===== src/rtl/booth_mult_sched_pkg.sv =====
// Shared definitions for the Booth radix-4 multiplier scheduler.
// Holds operand/product widths, the partial-product count, the Booth
// digit encoding, a Booth triple decoder and the 4-row carry-save
// reduction tree (four partial-product rows plus the sign-bit row).
package booth_mult_sched_pkg;

    localparam int unsigned OP_W   = 8;
    localparam int unsigned PROD_W = 16;
    localparam int unsigned PP_N   = 4;

    typedef enum logic [2:0] {
        ZERO = 3'd0,
        P1   = 3'd1,
        P2   = 3'd2,
        M1   = 3'd3,
        M2   = 3'd4
    } booth_digit_e;

    typedef struct packed {
        logic [PROD_W-1:0] sum;
        logic [PROD_W-1:0] carry;   // weight is 2x: consumer adds carry << 1
    } csa_t;

    // Triple is {b[2j+1], b[2j], b[2j-1]}.
    function automatic booth_digit_e booth_decode(input logic [2:0] t);
        booth_digit_e d;
        case (t)
            3'b001, 3'b010: d = P1;
            3'b011:         d = P2;
            3'b100:         d = M2;
            3'b101, 3'b110: d = M1;
            default:        d = ZERO;
        endcase
        return d;
    endfunction

    // Reduces r0+r1+r2+r3+sgn (mod 2^PROD_W) to sum + (carry << 1)
    // using three chained 3:2 compressors.
    function automatic csa_t csa4_reduce(
        input logic [PROD_W-1:0] r0,
        input logic [PROD_W-1:0] r1,
        input logic [PROD_W-1:0] r2,
        input logic [PROD_W-1:0] r3,
        input logic [PROD_W-1:0] sgn
    );
        logic [PROD_W-1:0] s0, c0, s1, c1, x1, x2;
        csa_t res;
        s0        = r0 ^ r1 ^ r2;
        c0        = (r0 & r1) | (r0 & r2) | (r1 & r2);
        x1        = c0 << 1;
        s1        = s0 ^ x1 ^ r3;
        c1        = (s0 & x1) | (s0 & r3) | (x1 & r3);
        x2        = c1 << 1;
        res.sum   = s1 ^ x2 ^ sgn;
        res.carry = (s1 & x2) | (s1 & sgn) | (x2 & sgn);
        return res;
    endfunction

endpackage


===== src/rtl/booth_mult_sched_pp_gen.sv =====
// booth_pp_gen: Booth radix-4 encoder and partial-product generator.
// Ports:
//   a, b : signed operands (OP_W bits)
//   pp   : PP_N partial products, OP_W+1 bits each, already inverted for
//          negative digits (one's complement)
//   neg  : per-row sign bit; adding neg[j] at weight 4^j completes the
//          two's-complement negation
module booth_pp_gen
    import booth_mult_sched_pkg::*;
(
    input  logic [OP_W-1:0]            a,
    input  logic [OP_W-1:0]            b,
    output logic [PP_N-1:0][OP_W:0]    pp,
    output logic [PP_N-1:0]            neg
);

    logic [OP_W:0] b_ext;       // b with b[-1] = 0 appended
    booth_digit_e  digit [PP_N];
    logic [OP_W:0] mag   [PP_N];

    assign b_ext = {b, 1'b0};

    // ~mag read as signed OP_W+1 bits is exactly -mag-1, so even
    // -2 * -128 is exact once the neg bit is added.
    always_comb begin
        for (int unsigned j = 0; j < PP_N; j++) begin
            digit[j] = booth_decode(b_ext[2*j +: 3]);
            case (digit[j])
                P1, M1:  mag[j] = {a[OP_W-1], a};
                P2, M2:  mag[j] = {a, 1'b0};
                default: mag[j] = '0;
            endcase
            neg[j] = (digit[j] == M1) || (digit[j] == M2);
            pp[j]  = neg[j] ? ~mag[j] : mag[j];
        end
    end

endmodule


===== src/rtl/booth_mult_sched.sv =====
// booth_mult_sched: two-requester round-robin front end feeding a
// two-stage Booth radix-4 signed 8x8 multiplier with valid/ready output.
// Ports:
//   clk, reset_n                 : clock, synchronous active-low reset
//   req_valid[1:0], req_ready    : per-requester handshake (ready one-hot)
//   req_a0/b0/tag0, req_a1/b1/tag1 : operands and opaque tags
//   res_valid, res_ready         : result handshake
//   res_prod, res_src, res_tag   : product, winning requester, its tag
//   busy                         : stage 1 or output register occupied
module booth_mult_sched
    import booth_mult_sched_pkg::*;
#(
    parameter int unsigned TAG_W = 2
) (
    input  logic              clk,
    input  logic              reset_n,
    input  logic [1:0]        req_valid,
    output logic [1:0]        req_ready,
    input  logic [OP_W-1:0]   req_a0,
    input  logic [OP_W-1:0]   req_b0,
    input  logic [OP_W-1:0]   req_a1,
    input  logic [OP_W-1:0]   req_b1,
    input  logic [TAG_W-1:0]  req_tag0,
    input  logic [TAG_W-1:0]  req_tag1,
    output logic              res_valid,
    input  logic              res_ready,
    output logic [PROD_W-1:0] res_prod,
    output logic              res_src,
    output logic [TAG_W-1:0]  res_tag,
    output logic              busy
);

    logic              last_q, last_d;
    logic              s1_valid_q, s1_valid_d;
    logic [PROD_W-1:0] s1_sum_q, s1_sum_d;
    logic [PROD_W-1:0] s1_carry_q, s1_carry_d;
    logic              s1_src_q, s1_src_d;
    logic [TAG_W-1:0]  s1_tag_q, s1_tag_d;
    logic              res_valid_q, res_valid_d;
    logic [PROD_W-1:0] res_prod_q, res_prod_d;
    logic              res_src_q, res_src_d;
    logic [TAG_W-1:0]  res_tag_q, res_tag_d;

    logic              out_adv, s1_adv;
    logic              grant_any, grant_src, accept;
    logic [OP_W-1:0]   sel_a, sel_b;
    logic [TAG_W-1:0]  sel_tag;

    logic [PP_N-1:0][OP_W:0] pp;
    logic [PP_N-1:0]         neg;
    logic [PROD_W-1:0]       row [PP_N];
    logic [PROD_W-1:0]       sgn_vec;
    csa_t                    csa;

    assign out_adv = !res_valid_q || res_ready;
    assign s1_adv  = !s1_valid_q || out_adv;

    // last_q holds the requester served most recently; on contention the
    // other one wins.
    always_comb begin
        grant_any = 1'b0;
        grant_src = 1'b0;
        case (req_valid)
            2'b01: begin grant_any = 1'b1; grant_src = 1'b0;    end
            2'b10: begin grant_any = 1'b1; grant_src = 1'b1;    end
            2'b11: begin grant_any = 1'b1; grant_src = !last_q; end
            default: ;
        endcase
    end

    always_comb begin
        req_ready = 2'b00;
        if (reset_n && grant_any && s1_adv) begin
            req_ready = grant_src ? 2'b10 : 2'b01;
        end
    end

    assign accept  = |req_ready;
    assign sel_a   = grant_src ? req_a1   : req_a0;
    assign sel_b   = grant_src ? req_b1   : req_b0;
    assign sel_tag = grant_src ? req_tag1 : req_tag0;

    booth_pp_gen u_pp_gen (
        .a   (sel_a),
        .b   (sel_b),
        .pp  (pp),
        .neg (neg)
    );

    // Sign-extend each row to product width and place it at weight 4^j.
    always_comb begin
        sgn_vec = '0;
        for (int unsigned j = 0; j < PP_N; j++) begin
            row[j] = {{(PROD_W-OP_W-1){pp[j][OP_W]}}, pp[j]} << (2*j);
            sgn_vec[2*j] = neg[j];
        end
    end

    assign csa = csa4_reduce(row[0], row[1], row[2], row[3], sgn_vec);

    always_comb begin
        last_d      = accept ? grant_src : last_q;

        s1_valid_d  = s1_valid_q;
        s1_sum_d    = s1_sum_q;
        s1_carry_d  = s1_carry_q;
        s1_src_d    = s1_src_q;
        s1_tag_d    = s1_tag_q;
        if (s1_adv) begin
            s1_valid_d = accept;
            if (accept) begin
                s1_sum_d   = csa.sum;
                s1_carry_d = csa.carry;
                s1_src_d   = grant_src;
                s1_tag_d   = sel_tag;
            end
        end

        res_valid_d = res_valid_q;
        res_prod_d  = res_prod_q;
        res_src_d   = res_src_q;
        res_tag_d   = res_tag_q;
        if (out_adv) begin
            res_valid_d = s1_valid_q;
            if (s1_valid_q) begin
                res_prod_d = s1_sum_q + (s1_carry_q << 1);
                res_src_d  = s1_src_q;
                res_tag_d  = s1_tag_q;
            end
        end
    end

    always_ff @(posedge clk) begin
        if (!reset_n) begin
            last_q      <= 1'b1;    // next contention goes to requester 0
            s1_valid_q  <= 1'b0;
            s1_sum_q    <= '0;
            s1_carry_q  <= '0;
            s1_src_q    <= 1'b0;
            s1_tag_q    <= '0;
            res_valid_q <= 1'b0;
            res_prod_q  <= '0;
            res_src_q   <= 1'b0;
            res_tag_q   <= '0;
        end else begin
            last_q      <= last_d;
            s1_valid_q  <= s1_valid_d;
            s1_sum_q    <= s1_sum_d;
            s1_carry_q  <= s1_carry_d;
            s1_src_q    <= s1_src_d;
            s1_tag_q    <= s1_tag_d;
            res_valid_q <= res_valid_d;
            res_prod_q  <= res_prod_d;
            res_src_q   <= res_src_d;
            res_tag_q   <= res_tag_d;
        end
    end

    assign res_valid = res_valid_q;
    assign res_prod  = res_prod_q;
    assign res_src   = res_src_q;
    assign res_tag   = res_tag_q;
    assign busy      = s1_valid_q || res_valid_q;

endmodule


===== config.mk =====
export PLATFORM = sky130hd
export DESIGN_NAME = booth_mult_sched
export DESIGN_NICKNAME = d
export VERILOG_FILES = /design/src/rtl/booth_mult_sched_pkg.sv /design/src/rtl/booth_mult_sched_pp_gen.sv /design/src/rtl/booth_mult_sched.sv
export SDC_FILE = /design/constraint.sdc
export NUM_CORES = 1
export LEC_CHECK = 0
export CORE_UTILIZATION = 30
export CTS_BUF_LIST = sky130_fd_sc_hd__clkbuf_8
export DETAILED_ROUTE_END_ITERATION = 8
export PLACE_DENSITY_LB_ADDON = 0.2
export REMOVE_ABC_BUFFERS = 1
export SYNTH_ARGS = -nofsm -noshare
export SYNTH_HDL_FRONTEND = slang
export SYNTH_SLANG_ARGS = --single-unit

===== constraint.sdc =====
create_clock -name clk -period 3.3 [get_ports clk]
set_input_delay 0.495 -clock clk [delete_from_list [all_inputs] [get_ports clk]]
set_output_delay 0.495 -clock clk [all_outputs]
set_load 0.02 [all_outputs]

==> metrics.md, run 1 <==
| Metric | Value |
|---|---|
| Synth Cell Area | `4550 um2` |
| Worst Tran Pin Value | `0.556 ns` |
| Seq/Total Area, Yosys | `23.8%` |
| Asr flop ratio synth | `0%` |
| CTS HTree Levels | `2` |
| Reg2reg path depth | `12` |
| Io pins | `64` |
| Worst path top cell family by delay | `adder cells` |
| Setup ws final | `-0.0176 ns` |
| Congestion Overflow GR | `0` |
| Post-DRT Antenna Nets | `0` |
| Maximum VDD drop | `0.000196 V` |
| Post-DR wirelength/cell | `15.1 um` |
| Rel. slew slack | `62.9%` |
| YS warnings | `0` |
| Layout Cells excl Fill | `845` |
| Syn_area_per_cell | `8.58 um2` |
| Slowest Stage Delay on Critical Path | `0.51 ns` |
| Routed wire length | `12700 um` |
| Failing checks | `setup timing` |
| Synth area leaders | `dfxtp_1 (24%), fa_1 (8.8%), ha_1 (8.8%), nand2_1 (7.9%), xnor2_1 (6.4%)` |
| CTS Hold Bufs | `0` |
| Max Cap Viol | `0` |
| Final HPWL DP | `9640 um` |
| Layout cell share with drive strength beyond 1 | `26.8%` |
| Fin area | `6480 um2` |
| Hold Vio Cnt, Final | `0` |
| WS Path Type | `register to register` |
| Row cnt | `44` |
| Clk_lat worst skew | `0.33 ns` |
| Layout Skew | `0.0162 ns` |
| Pin count of the biggest net entering global routing | `59` |
| Post-Syn Instances | `530` |
| First-pass GRT wire length | `20200 um` |
| CP arrival | `3.58 ns` |
| Hold Crit Class | `register to register` |
| Endpoint kind of the worst setup timing path | `register` |
| CTS Sinks | `54` |
| Outcome | `finished, violations left` |
| Routability cong. | `0.878` |
| Port Buffers | `63` |
| Max clock buf depth | `2` |
| Starting Density | `31.1%` |
| DP Worst Slack | `-0.796 ns` |
| DRT iter0 DRCs | `200` |
| R2r setup slk | `-0.02 ns` |
| Core area | `14600 um2` |
| Placed cell areas | `5740 um2` |
| Initial antenna violation count | `0` |
| Ys flop type | `dfxtp_1` |
| Nets | `753` |
| P_leak | `2.78 nW` |
| Slew Viols, Final | `0` |
| Tmin final | `3.32 ns` |
| CP most frequent cell | `fa_1` |
| Num CTS Buffers | `5` |
| Critical path required time | `3.57 ns` |
| Total track usage | `16.1%` |
| Largest area contributor in the netlist | `dfxtp_1` |
| RSZ-0062 raised after global routing | `yes` |
| Critical path launch point type | `register` |
| Commonest non-fill, non-tap cell in the layout | `nand2_1` |
| TritonCTS clock tree | `built` |
| Setup-failing EPs final | `1` |
| Vias in the first global route | `3949` |
| PwrDens | `510 nW/um2` |
| Finished Core Util | `44.2%` |
| Part of the cycle the worst path needs | `101%` |
| Worst setup path startpoint | `last_q` |
| Slowest CP cell | `fa_1` |
| Critical-path cell list | `a21bo_4, bufbuf_16, buf_4, mux2i_4, nor2_1, a221oi_2, fa_1, inv_1, fa_1, fa_1, nand2_1, nand2_1` |
| Placed Cells | `812` |
| Reg2reg start | `last_q` |
| Die X | `125 um` |
| Pre-antenna DRT Iters | `6` |
| Area grow syn2layout | `42.4%` |
| Vias per cell | `4.88` |
| Die height | `125 um` |
| Total number of vias | `4120` |
| Max FO, Critical Path | `6` |
| Crit path buffers/inverters | `3` |
| Hold Startpoint | `s1_carry_q[8]` |
| Most frequent cells in the layout | `nand2_1 (94), buf_4 (69), clkdlybuf4s50_1 (60)` |
| Hold path depth | `2` |
| Instance count on the critical path | `12` |
| F_max | `301 MHz` |
| Root buffer cell | `clkbuf_8` |
| Netlist cell types | `64` |
| Share of the synthesized area in the top cell type | `23.8%` |
| Yosys reg bits | `54` |
| Post-synth EDFFs | `0` |
| Clk pin slew, worst setup/hold paths | `0.11 ns` |
| Residual DRC | `0` |
| Die area | `15700 um2` |
| Diode count | `0` |
[cells in the mapped netlist (all sizes together), types with 3 or more instances]
library cell / instances
o21ai: 19
nor2b: 4
a21o: 3
clkbuf: 14
mux2i: 18
buf: 14
xor2: 4
o211ai: 5
ha: 32
nand3: 36
a21oi: 17
nor2: 28
o22ai: 14
nand4: 5
fa: 20
a221oi: 9
and2: 3
nand2b: 4
nor3: 5
nand3b: 4
dfxtp: 54
a31oi: 5
nand2: 96
xnor2: 35
a211oi: 6
mux2: 9
inv: 25
a21boi: 11
[registers in the layout, indices dropped and copies added, names as in the netlist]
name / count
s1_src_q: 1
res_src: 1
s1_sum_q: 16
last_q: 1
res_prod: 16
res_valid: 1
s1_tag_q: 2
s1_carry_q: 13
res_tag: 2
s1_valid_q: 1
[power by group]
group | internal, mW | switching [mW] | total, mW
clock network | 0.154 | 0.245 | 0.399
registers | 0.810 | 0.0950 | 0.905
logic | 0.972 | 1.03 | 2.00
[cell type report]
cell class / count / area [um2]
timing repair buffer: 151 / 1420
fill: 1432 / 8170
clock inverter: 3 / 25.0
tap: 184 / 230
multi-input combinational: 422 / 3540
clock buffer: 5 / 68.8
sequential: 54 / 1080
inverter: 26 / 103
[worst reg2reg max path, cell delays in order, from the launching register on]
cell       delay (ns)
dfxtp_4          0.38
a21bo_4          0.24
bufbuf_16        0.29
buf_4            0.15
mux2i_4          0.29
nor2_1           0.10
a221oi_2         0.23
fa_1             0.45
inv_1            0.08
fa_1             0.44
fa_1             0.51
nand2_1          0.05
nand2_1          0.05
[through the flow]
stage / power (mW) / hold WS [ns] / TNS, ns
global route: 3.60 / 0.474 / -0.858
finish: 3.30 / 0.467 / -0.0176
global placement: 2.67 / 0.448 / -14.57
floorplan: 2.08 / 0.438 / -9.37
CTS: 3.20 / 0.458 / -0.0698
detailed placement: 2.68 / 0.453 / -15.33
[metal layers]
layer	vias to the layer above	GRT usage (%)	routed length (um)
li1	2116	-	-
met1	1932	20.9	6020
met2	60	27.8	6180
met3	12	1.63	304
met4	0	5.38	247
met5	-	0	0
[path summary, 6_finish.rpt]
check                                      to
worst min register to register  s1_carry_q[8]
worst max register to register    s1_sum_q[6]
worst max-delay path              s1_sum_q[6]
worst min-delay path            s1_carry_q[8]
[cell families (layout without fill, tap and decap cells)]
family / after synthesis / after routing / share of synthesized area [%]
AOI/OAI and AO/OA: 110 / 110 / 17.2
muxes: 27 / 27 / 7.98
adders and majority gates: 52 / 52 / 17.6
and+or+nand+nor: 194 / 194 / 19.5
DFF: 54 / 54 / 23.8
xor gates and xnor gates: 39 / 39 / 7.84
buffers and inverters: 54 / 185 / 6.08
[timing repair]
item | in CTS | in global routing
pin swaps | 11 | 16
gates cloned | 1 | 0
setup endpoints to repair | 23 | 23
gates resized for setup | 39 | 50
buffers inserted | 13 | 12
Note: power is estimated with default switching activity, not from simulation.
==> run 2, diff against run 1 <==
--- a/config.mk
+++ b/config.mk
@@ -5,6 +5,7 @@
 export SDC_FILE = /design/constraint.sdc
 export NUM_CORES = 1
 export LEC_CHECK = 0
+export CORE_MARGIN = 2
 export CORE_UTILIZATION = 30
 export CTS_BUF_LIST = sky130_fd_sc_hd__clkbuf_8
 export DETAILED_ROUTE_END_ITERATION = 8
==> metrics.md, run 2 (synthesized netlist as in run 1, its figures left out) <==
| Metric | Value |
|---|---|
| RSZ-0062 raised after global routing | `yes` |
| Failing checks | `setup timing` |
| Root buffer cell | `clkbuf_8` |
| Worst Tran Pin Value | `0.586 ns (+0.0306 ns)` |
| Layout Skew | `0.00702 ns (-0.00922 ns)` |
| Critical path launch point type | `register` |
| Instance count on the critical path | `12 (unchanged)` |
| Residual DRC | `0 (unchanged)` |
| TritonCTS clock tree | `built` |
| DRT iter0 DRCs | `207 (+3.5%)` |
| Total track usage | `15.7% (-0.33 points)` |
| CTS Sinks | `54 (unchanged)` |
| Rel. slew slack | `60.9% (-2.0 points)` |
| Die area | `16200 um2 (+3.2%)` |
| Pin count of the biggest net entering global routing | `62 (+5.1%)` |
| Crit path buffers/inverters | `3 (unchanged)` |
| Congestion Overflow GR | `0 (unchanged)` |
| Slowest Stage Delay on Critical Path | `0.55 ns (+0.04 ns)` |
| Post-DR wirelength/cell | `15.2 um (+0.45%)` |
| PwrDens | `520 nW/um2 (+1.9%)` |
| Clk pin slew, worst setup/hold paths | `0.11 ns (about the same)` |
| Hold WS | `0.465 ns (-0.00135 ns)` |
| Max Cap Viol | `0 (unchanged)` |
| Setup ws final | `-0.0343 ns (-0.0167 ns)` |
| WS Path Type | `register to register` |
| Clk_lat worst skew | `0.32 ns (about the same)` |
| Sequential power share | `26.8% (-0.6 points)` |
| Post-DRT Antenna Nets | `0 (unchanged)` |
| CP arrival | `3.56 ns (-0.02 ns)` |
| Layout cell share with drive strength beyond 1 | `26.3% (-0.49 points)` |
| Total number of vias | `4110 (-0.24%)` |
| Port Buffers | `63 (unchanged)` |
| Maximum VDD drop | `0.000232 V (+18%)` |
| Commonest non-fill, non-tap cell in the layout | `nand2_1` |
| Slew Viols, Final | `0 (unchanged)` |
| Most frequent cells in the layout | `nand2_1 (95), buf_4 (71), clkdlybuf4s50_1 (60)` |
| Hold path depth | `2 (unchanged)` |
| Reg2reg path depth | `12 (unchanged)` |
| CP most frequent cell | `fa_1` |
| Endpoint kind of the worst setup timing path | `register` |
| Pre-antenna DRT Iters | `4 (-2)` |
| Critical-path cell list | `a21bo_1, buf_12, mux2_4, buf_4, nor3_4, a221oi_2, fa_1, inv_2, fa_1, fa_1, nand2_1, nand2_1` |
| Die height | `127 um (+1.6%)` |
| Diode count | `0 (unchanged)` |
| Nets | `750 (-0.40%)` |
| Critical path required time | `3.52 ns (-0.05 ns)` |
| Initial antenna violation count | `0 (unchanged)` |
| Tmin final | `3.33 ns (+0.0167 ns)` |
| CTS HTree Levels | `2 (unchanged)` |
| Comb power frac | `59.3% (-1.3 points)` |
| Pint | `2.00 mW (+3.4%)` |
| Row cnt | `45 (+2.3%)` |
| Die X | `127 um (+1.6%)` |
| Outcome | `finished, violations left` |
| Slowest CP cell | `fa_1` |
| Vias per cell | `4.86 (-0.36%)` |
| Part of the cycle the worst path needs | `101% (+0.51 points)` |
| First-pass GRT wire length | `20500 um (+1.4%)` |
| Net Switching | `1.37 mW (+0.19%)` |
| Io pins | `64 (unchanged)` |
| Core area | `15000 um2 (+2.7%)` |
| # fillers | `1503 (+5.0%)` |
| Starting Density | `30.3% (-0.80 points)` |
| Worst path top cell family by delay | `adder cells` |
| Max FO, Critical Path | `10 (+4)` |
| Fin area | `6480 um2 (+0.12%)` |
| Area grow syn2layout | `42.5%` |
| Switching share of power | `40.7% (-0.76 points)` |
| Final HPWL DP | `9620 um (-0.28%)` |
| Routability cong. | `0.831 (-5.3%)` |
| Hold Vio Cnt, Final | `0 (unchanged)` |
| Clock share of power | `13.8% (+1.7 points)` |
| F_max | `300 MHz (-0.50%)` |
| Setup-failing EPs final | `3 (+2)` |
| Max clock buf depth | `2 (unchanged)` |
| Num CTS Buffers | `5 (unchanged)` |
| Vias in the first global route | `4003 (+1.4%)` |
| Routed wire length | `12800 um (+0.56%)` |
| P_leak | `2.74 nW (-1.5%)` |
| Placed cell areas | `5750 um2 (+0.26%)` |
| Hold Crit Class | `register to register` |
## run 2: changes by cell type in the layout (fill, tap and decap cells not counted), sizes merged
cell / before / now
buf: 90 / 88
bufbuf: 1 / 0
bufinv: 0 / 1
clkinv: 2 / 1
## run 2: layout make-up
type | count | area, um2 | share of cell area, %
Clock buffer | 5 | 68.8 | 1.06
Clock inverter | 3 | 43.8 | 0.675
Inverter | 26 | 109 | 1.68
Multi-Input combinational cell | 422 | 3600 | 55.5
Sequential cell | 54 | 1080 | 16.7
Tap cell | 188 | 235 | 3.63
Timing Repair Buffer | 148 | 1340 | 20.7
## run 2: power by group through the flow
stage	sequential [mW]	combinational [mW]	clock, mW
4_1_cts	0.907	1.89	0.487
6_report	0.905	2.00	0.466
5_1_grt	0.926	2.28	0.505
3_3_place_gp	0.918	1.75	0
3_5_place_dp	0.922	1.76	0
2_1_floorplan	0.940	1.14	0
## run 2: worst paths after layout
| path | start | to | slack, ns |
|---|---|---|---|
| max | last_q | s1_sum_q[6] | -0.03 |
| min | s1_sum_q[14] | s1_sum_q[14] | 0.47 |
| max reg2reg | last_q | s1_sum_q[6] | -0.03 |
| min reg2reg | s1_sum_q[14] | s1_sum_q[14] | 0.47 |
## run 2: worst min-delay path, delay by kind of cell (launching register included)
kind,cells,cell delay [ns]
and+or+nand+nor,2,0.10
DFF,1,0.33
## run 2: metrics by stage
stage / instances / power, mW / worst slack, ns / TNS (ns) / utilization, %
CTS: 840 / 3.28 / -0.105 / -0.228 / 41.1
global placement: 819 / 2.67 / -0.777 / -15.00 / 38.3
floorplan: 502 / 2.08 / -0.608 / -9.37 / -
global route: 846 / 3.71 / -0.151 / -1.08 / 43.1
detailed placement: 819 / 2.68 / -0.804 / -15.98 / 38.3
finish: 846 / 3.37 / -0.0343 / -0.0627 / 43.1
## run 2: what timing repair did
action,4_1_cts,5_1_grt
endpoints found under the setup margin,22,21
buffers inserted,11,7
pin swaps,19,22
gates cloned,2,0
hold buffers,0,0
gates resized for setup,48,47
## run 2: metal layers
layer  routed length (um)  share of wire (%)  global-route usage (%)
met1                 5960                 46                    20.7
met3                  345                2.7                    1.59
met5                    0                  0                       0
met4                  325                2.5                    4.33
met2                 6190                 48                    27.6
==> RTL change, RTL diff (settings of run 2) <==
`TAG_W`: 2 -> 4.
--- a/src/rtl/booth_mult_sched.sv
+++ b/src/rtl/booth_mult_sched.sv
@@ -12,3 +12,3 @@
 #(
-    parameter int unsigned TAG_W = 2
+    parameter int unsigned TAG_W = 4
 ) (
Ports: changed (resized req_tag0, req_tag1 and res_tag); port bits go from 64 to 70. No check against the original RTL was run, so the function may have changed too.
==> RTL change against run 2 <==
Wire length rose by 2.2%. Highest routed layer unchanged. The flow still finishes with violations (negative setup slack). Power rose by 8.2%. Clock skew rose by 0.0037 ns. Worst setup slack got worse by 0.061 ns. Synthesized cell count rose by 1.3%. Fmax fell by 1.8%. Cell area rose by 4.3%. Sequential cell count rose by 4. Area after synthesis rose by 2.5%.
==> RTL change: results <==
[status]
status = complete, but fails checks
violations = negative setup slack

[worst_hold_path]
hold_end = s1_carry_q[2]$_SDFFE_PN0P_
worstHoldStart = s1_carry_q[2]$_SDFFE_PN0P_

[power]
peakVddDrop_mv = 0.178
p_total_mw = 3.65
p_leak_nw = 2.90

[timing]
skew_ns = 0.0107
timing.hold.ws_ns = 0.459
relSlewSlack_pct = 55.8
timing.setup.tns_ns = -0.163
setup_ws_ns = -0.0948
setup_viol = 2

[placement]
hpwl_um = 9650
placed_area_sq_mm = 0.00595
portBuffers = 69
gp_congestion = 0.880
pre_cts_slack_ns = -0.822
dp.cells = 835

[drt]
drtIter0Drc = 254
routed_wl_um = 13100
vias_per_cell = 4.96
drt-pass1-iter-count = 7
vias = 4310

[grt]
grt_pass1_wl_um = 20700
grt.met2_usage_pct = 26.4
grt_pass1_vias = 4161
busiest_layer = met2
grt_usage_pct = 15.7
use_met1_pct = 20.5
grt_max_degree = 50

[clock_network]
cts_buffers = 9
path_clk_slew_ns = 0.06
cts_max_level = 3
clk_latency_ns = 0.34

[yosys]
syn_area_per_cell_sq_um = 8.69
synth_top_cells_by_count = 94 x nand2_1, 58 x dfxtp_1, 41 x nand3_1, 34 x xnor2_1, 32 x ha_1
netlist_top_cells_area = dfxtp_1 25%, fa_1 8.6%, ha_1 8.6%, nand2_1 7.6%, xnor2_1 6.4%
ys_types = 60
ys_seq_area_share_pct = 24.9

[cells_and_area]
layout.nets = 774

[worst_setup_path]
worstPathMaxFanout = 6
cp.arrival_ns = 3.63
reg2regPathDepth = 13
## RTL change: cell types whose count changed in the layout (fill, tap and decap cells not counted), moves of 5 or more
cell / change
xnor2_2: +6
clkdlybuf4s50_1: +6
nand4_1: -5
clkbuf_8: +5
## RTL change: kinds of logic (layout without fill, tap and decap cells)
family | Yosys count | count (layout) | share of synthesized area [%]
multiplexers | 27 | 28 | 7.78
adder cells (fa/ha/maj) | 52 | 52 | 17.2
buffers and inverters | 55 | 198 | 6.04
AND/OR/NAND/NOR | 190 | 190 | 18.5
flip-flops | 58 | 58 | 24.9
XOR/XNOR | 38 | 38 | 7.46
AO/OA/AOI/OAI | 117 | 117 | 18.2
## RTL change: where the power goes
| group | internal, mW | switching (mW) |
|---|---|---|
| logic | 1.01 | 1.06 |
| clock network | 0.356 | 0.264 |
| registers | 0.864 | 0.0979 |
| total | 2.23 | 1.42 |
## RTL change: per-layer routing
| layer | vias up | wire (um) |
|---|---|---|
| li1 | 2181 | - |
| met1 | 2016 | 6070 |
| met2 | 99 | 6260 |
| met3 | 14 | 556 |
| met4 | 0 | 214 |
| met5 | - | 0 |
## RTL change: critical path: stages, from the launching register on
cell and delay [ns]:
dfxtp_4 0.36, a21bo_4 0.23, buf_12 0.13, buf_16 0.13
buf_4 0.14, mux2i_4 0.30, xnor2_2 0.12, a22oi_1 0.26
o21ai_2 0.13, fa_1 0.40, fa_1 0.54, fa_1 0.42
nand2_1 0.07, nand2_1 0.04
## RTL change: worst max path at each step
stage	startpoint	cells after the start	endpoint	slack, ns
after floorplan	req_valid[1]	11	s1_sum_q[10]$_SDFFE_PN0P_	-0.61
after global placement	req_valid[0]	13	s1_sum_q[11]$_SDFFE_PN0P_	-0.78
after detailed placement	req_valid[1]	14	s1_sum_q[7]$_SDFFE_PN0P_	-0.82
after CTS	last_q$_SDFFE_PN1N_	13	s1_sum_q[4]$_SDFFE_PN0P_	-0.01
after global routing	last_q$_SDFFE_PN1N_	13	s1_sum_q[6]$_SDFFE_PN0P_	-0.15
final	last_q$_SDFFE_PN1N_	13	s1_sum_q[6]$_SDFFE_PN0P_	-0.09
## RTL change: what timing repair did
action	4_1_cts	5_1_grt
setup buffers	8	11
setup endpoints to repair	22	20
resized for setup	41	49
gates cloned	1	1
pin swaps	10	17
## RTL change: cell type report
type,count,area (sq um)
well taps,188,235
fillers,1482,8440
inverters,27,108
clock buffers,10,138
multi-input cells,425,3620
repair buffers,156,1450
clock inverters,5,47.5
flip-flops and latches,58,1160
